File: src/rtl/md5_rotadd_stage.sv
// md5_rotadd_stage: two-stage MD5 step back-end, new B = B + ROTL(A + sum, s).
// Stage 1 forms t = A + sum and looks up the per-step rotate amount.
// Stage 2 rotates t and adds B.
// A 6-bit step counter tracks the position within a 64-step block.
// Optional macro MD5_ROTADD_SEQ_CHECK_EN adds a sticky seq_err output.
// That output flags out-of-sequence in_first usage.
module md5_rotadd_stage #(
    parameter int unsigned WIDTH = 32
) (
    input  logic             CLK,
    input  logic             rst_n,
    input  logic             in_valid,
    output logic             in_ready,
    input  logic [WIDTH-1:0] in_sum,
    input  logic [WIDTH-1:0] in_a,
    input  logic [WIDTH-1:0] in_b,
    input  logic             in_first,
    output logic             out_valid,
    input  logic             out_ready,
    output logic [WIDTH-1:0] out_b,
    output logic [5:0]       out_round,
    output logic             out_last
`ifdef MD5_ROTADD_SEQ_CHECK_EN
    ,
    output logic             seq_err
`endif
);

    // MD5 per-step rotate amount, indexed by {group, position}
    function automatic logic [4:0] rot_amt(input logic [5:0] idx);
        logic [4:0] r;
        r = 5'd0;
        case ({idx[5:4], idx[1:0]})
            4'h0: r = 5'd7;
            4'h1: r = 5'd12;
            4'h2: r = 5'd17;
            4'h3: r = 5'd22;
            4'h4: r = 5'd5;
            4'h5: r = 5'd9;
            4'h6: r = 5'd14;
            4'h7: r = 5'd20;
            4'h8: r = 5'd4;
            4'h9: r = 5'd11;
            4'hA: r = 5'd16;
            4'hB: r = 5'd23;
            4'hC: r = 5'd6;
            4'hD: r = 5'd10;
            4'hE: r = 5'd15;
            4'hF: r = 5'd21;
            default: r = 5'd0;
        endcase
        return r;
    endfunction

    function automatic logic [WIDTH-1:0] rotl(input logic [WIDTH-1:0] x, input logic [4:0] s);
        logic [2*WIDTH-1:0] d;
        d = {x, x} << s;
        return d[2*WIDTH-1:WIDTH];
    endfunction

    // Stage 1 registers
    logic             s1_valid_q, s1_valid_d;
    logic [WIDTH-1:0] s1_t_q, s1_t_d;
    logic [WIDTH-1:0] s1_b_q, s1_b_d;
    logic [5:0]       s1_idx_q, s1_idx_d;
    logic [4:0]       s1_s_q, s1_s_d;
    logic             s1_last_q, s1_last_d;

    // Stage 2 (output) registers
    logic             out_valid_q, out_valid_d;
    logic [WIDTH-1:0] out_b_q, out_b_d;
    logic [5:0]       out_round_q, out_round_d;
    logic             out_last_q, out_last_d;

    // Step counter
    logic [5:0]       cnt_q, cnt_d;

    logic             s2_load;
    logic             s1_load;
    logic             accept;
    logic [5:0]       idx;

    assign s2_load  = !out_valid_q || out_ready;
    assign s1_load  = !s1_valid_q || s2_load;
    assign in_ready = s1_load;
    assign accept   = in_valid && s1_load;
    assign idx      = in_first ? 6'd0 : cnt_q;

    assign out_valid = out_valid_q;
    assign out_b     = out_b_q;
    assign out_round = out_round_q;
    assign out_last  = out_last_q;

    // Next-state for both pipeline stages and the step counter
    always_comb begin
        s1_valid_d  = s1_valid_q;
        s1_t_d      = s1_t_q;
        s1_b_d      = s1_b_q;
        s1_idx_d    = s1_idx_q;
        s1_s_d      = s1_s_q;
        s1_last_d   = s1_last_q;
        out_valid_d = out_valid_q;
        out_b_d     = out_b_q;
        out_round_d = out_round_q;
        out_last_d  = out_last_q;
        cnt_d       = cnt_q;

        if (s2_load) begin
            out_valid_d = s1_valid_q;
            if (s1_valid_q) begin
                out_b_d     = s1_b_q + rotl(s1_t_q, s1_s_q);
                out_round_d = s1_idx_q;
                out_last_d  = s1_last_q;
            end
        end

        if (s1_load) begin
            s1_valid_d = in_valid;
            if (in_valid) begin
                s1_t_d    = in_a + in_sum;
                s1_b_d    = in_b;
                s1_idx_d  = idx;
                s1_s_d    = rot_amt(idx);
                s1_last_d = (idx == 6'd63);
            end
        end

        if (accept) begin
            cnt_d = idx + 6'd1;
        end
    end

    // Pipeline and counter state, cleared asynchronously
    always_ff @(posedge CLK or negedge rst_n) begin
        if (!rst_n) begin
            s1_valid_q  <= 1'b0;
            s1_t_q      <= '0;
            s1_b_q      <= '0;
            s1_idx_q    <= '0;
            s1_s_q      <= '0;
            s1_last_q   <= 1'b0;
            out_valid_q <= 1'b0;
            out_b_q     <= '0;
            out_round_q <= '0;
            out_last_q  <= 1'b0;
            cnt_q       <= '0;
        end else begin
            s1_valid_q  <= s1_valid_d;
            s1_t_q      <= s1_t_d;
            s1_b_q      <= s1_b_d;
            s1_idx_q    <= s1_idx_d;
            s1_s_q      <= s1_s_d;
            s1_last_q   <= s1_last_d;
            out_valid_q <= out_valid_d;
            out_b_q     <= out_b_d;
            out_round_q <= out_round_d;
            out_last_q  <= out_last_d;
            cnt_q       <= cnt_d;
        end
    end

`ifdef MD5_ROTADD_SEQ_CHECK_EN
    logic started_q, started_d;
    logic seq_err_q, seq_err_d;

    assign seq_err = seq_err_q;

    // Sticky sequencing error: restart mid-block, or a block continued past step 63
    always_comb begin
        started_d = started_q;
        seq_err_d = seq_err_q;
        if (accept) begin
            if (in_first) begin
                started_d = 1'b1;
            end
            if ((in_first && cnt_q != 6'd0) ||
                (!in_first && cnt_q == 6'd0 && started_q)) begin
                seq_err_d = 1'b1;
            end
        end
    end

    // Sequence-check state, cleared only by reset
    always_ff @(posedge CLK or negedge rst_n) begin
        if (!rst_n) begin
            started_q <= 1'b0;
            seq_err_q <= 1'b0;
        end else begin
            started_q <= started_d;
            seq_err_q <= seq_err_d;
        end
    end
`endif

endmodule

File: config.mk
export PLATFORM = sky130hd
export DESIGN_NAME = md5_rotadd_stage
export DESIGN_NICKNAME = d
export VERILOG_FILES = /design/src/rtl/md5_rotadd_stage.sv
export SDC_FILE = /design/constraint.sdc
export NUM_CORES = 1
export LEC_CHECK = 0
export ABC_AREA = 1
export CAP_MARGIN = 10
export CORE_UTILIZATION = 49
export DETAILED_ROUTE_END_ITERATION = 16
export GPL_TIMING_DRIVEN = 0
export PLACE_DENSITY = 0.73
export SKIP_CTS_REPAIR_TIMING = 1
export SYNTH_ARGS = -nofsm -noshare
export SYNTH_HDL_FRONTEND = slang
export SYNTH_SLANG_ARGS = --single-unit
File: constraint.sdc
create_clock -name CLK -period 3.4 [get_ports CLK]
set_clock_uncertainty 0.1 [all_clocks]
set_input_delay 0.68 -clock CLK [delete_from_list [all_inputs] [get_ports CLK]]
set_output_delay 0.68 -clock CLK [all_outputs]
set_load 0.02 [all_outputs]
==> metrics.md <==
| Metric | Value |
|---|---|
| Setup-failing EPs final | 7 |
| Core area | 20490 µm² |
| Die H | 147.5 µm |
| Post-synth net total | 1741 |
| Rel. slew slack | 0.4485 |
| Total power divided by cell area | 824.9 nW/µm² |
| Filler cells | 1936 |
| Post-synth cell types | 39 |
| Worst path required time | 3.61 ns |
| Vias in the first global route | 10690 |
| Most frequent cell after synthesis | nand2_1 |
| Initial Util | 0.5058 |
| Largest net degree at the start of global routing | 72 |
| Post-Route WL | 35.58 mm |
| Root buffer cell | clkbuf_16 |
| Initial antenna violation count | 0 |
| Violated checks | negative setup slack |
| Ant diodes | 0 |
| Clock sinks | 123 |
| Combined area of the multi-input logic cells | 7169 µm² |
| Grt ovf | 0 |
| Synth area leader | dfrtp_1 |
| Top area cells in the synthesized netlist | dfrtp_1, nand2_1, ha_1, nand3_1, o21ai_0 |
| CP Launch Type | flop |
| Yosys reg bits | 123 |
| Final #Nets | 1928 |
| Leak pwr | 6.347 nW |
| Final Max Slew Viols | 0 |
| DR vias/cell | 5.549 |
| Netlist Area Pre-Place | 10370 µm² |
| Ys Warns | 0 |
| Setup slack after layout | -0.07661 ns |
| DRC marker count from the first detailed-route iteration | 732 |
| CTS tree | built |
| Die Wd | 147.5 µm |
| Pre-CTS setup slack | -0.5538 ns |
| VDD IR-drop max | 417.4 µV |
| Clk buf depth | 2 |
| DR WL/cell | 17.43 µm |
| Cell count after placement | 1983 |
| Post-synth top area share | 0.2969 |
| Gate Count Post-Synth | 1571 |
| # DRC | 0 |
| Worst Hold Class | input pin to asynchronous set/reset pin |
| Clock-pin slew on the worst setup and hold paths | 0.07 ns |
| CP Class | flop to flop |
| Num CTS Buffers | 17 |
| Tmin final | 3.477 ns |
| Routability congestion estimate | 0.9993 |
| Clk Latency, worst-skew pair | 0.43 ns |
| Setup TNS | -0.3466 ns |
| Fin util | 0.6592 |
| Global-route wire length before repair | 55.24 mm |
| TritonRoute pass-1 iters | 5 |
| CP Capture Type | flop |
| FP Rows | 52 |
| Area Overhead vs Synth | 30.33% |
| Vias | 11330 |
| Share of layout cells above drive strength 1 | 0.1355 |
| Crit path DAT | 3.69 ns |
| Final HPWL from detailed placement | 28.52 mm |
| Top_reg_cell synth | dfrtp_1 |
| Fin. Hold Viols | 0 |
| FF/Latch Area | 3079 µm² |
| Sequential fraction of the synthesis area | 0.2969 |
| Synth async-reset ratio | 1.000 |
| Boundary pin count | 142 |
| Achievable frequency | 287.6 MHz |
| GRT Util Overall | 0.3279 |
| PortBufs | 141 |
| Cell Count, Final, Fillers Out | 2041 |
| Routed Antenna Nets | 0 |
| RSZ-0062 raised after global routing | yes |
| Crit Path Max Fanout | 10 |
| H-tree Lvls | 4 |
| Outcome | finished, violations left |
| Max-Cap Viols | 0 |
| Number of enable flip-flop cells after synthesis | 0 |
| Synthesized area per cell | 6.598 µm² |
| Top cells by count, synth | nand2_1, nand3_1, dfrtp_1 |
| Tcrit/Tclk final | 1.023 |
| Die area | 21740 µm² |
| Worst Max-Slew Pin Slew | 0.8272 ns |
## worst paths after layout
kind	start	slack, ns	cells after the start	end
worst max-delay path	s1_s_q[1]	-0.08	20	out_b[24]
worst min-delay path	rst_n	0.09	1	out_valid
worst max register to register	s1_s_q[1]	-0.08	20	out_b[24]
worst min register to register	out_b[20]	0.38	2	out_b[20]
max in group asynchronous	rst_n	2.37	2	s1_b_q[15]
min in group CLK	out_b[20]	0.38	2	out_b[20]
## sequential cells by signal (all words and copies together), names as in the netlist
register / flops
s1_last_q: 1
out_b: 32
out_last: 1
s1_idx_q: 6
s1_s_q: 5
out_round: 6
out_valid: 1
cnt_q: 6
s1_t_q: 32
s1_valid_q: 1
s1_b_q: 32
## stage by stage
| stage | cell area [µm²] | power [mW] | hold slack [ns] |
|---|---|---|---|
| after global placement | 12120 | 8.008 | 0.3550 |
| after CTS | 12720 | 9.851 | 0.1146 |
| after detailed placement | 12140 | 8.070 | 0.3651 |
| after global routing | 13510 | 11.87 | 0.1232 |
| after floorplan | 10370 | 6.119 | 0.2844 |
| final | 13510 | 11.14 | 0.09465 |
## cell usage in the layout (no fill, tap or decap), types with 17 or more instances in the layout
cell             instances
a21oi_1                 61
a21oi_2                 22
buf_4                   28
clkbuf_1                31
clkbuf_16               17
clkdlybuf4s50_1        140
dfrtp_1                122
ha_1                    53
inv_1                   97
mux2i_1                 19
nand2_1                549
nand2_2                 26
nand3_1                135
nor2_1                 107
o21ai_0                 85
o21ai_1                 37
o21ai_2                 32
xnor2_1                 19
## power by group
group / internal, mW / switching, mW
clock network: 0.972 / 0.785
logic: 2.87 / 4.40
registers: 1.84 / 0.279
total: 5.68 / 5.46
## logic make-up after synthesis
kind of cell,count (synthesis),synth area share
xor+xnor,29,0.02450
simple gates,893,0.3610
buf+inv,154,0.06349
mux,30,0.02897
flops,123,0.2969
fa+ha+maj,69,0.08473
compound gates,273,0.1404
## area by class of cell
cell class | instances | share of cell area
clock buffers | 17 | 0.03149
flip-flops and latches | 123 | 0.2279
inverters | 100 | 0.02815
plain buffers | 54 | 0.02491
clock inverters | 15 | 0.01084
multi-input cells | 1294 | 0.5307
repair buffers | 168 | 0.1210
well taps | 270 | 0.02500
## metal layers
| metal | track usage | vias to the layer above | wire, µm |
|---|---|---|---|
| met5 | 0 | - | 0 |
| met1 | 0.3947 | 5190 | 14670 |
| met4 | 0.1758 | 0 | 1787 |
| met3 | 0.03364 | 101 | 1641 |
| li1 | - | 5590 | - |
| met2 | 0.5764 | 445 | 17480 |
## worst max-delay path, cell delays in order, from the launching register on
cell,delay [ns]
dfrtp_1,0.35
buf_6,0.15
inv_2,0.07
buf_8,0.15
buf_8,0.15
o21ai_2,0.25
nand2_1,0.08
nand2_1,0.10
nand2_1,0.07
o21ai_1,0.14
mux2i_1,0.13
ha_1,0.40
nand2_1,0.12
nor2_1,0.19
inv_1,0.13
nor3_1,0.28
nand3_1,0.18
nand2_1,0.10
nand2_1,0.05
nand3_1,0.11
nand2_1,0.06
Note: power is estimated with default switching activity, not from simulation.
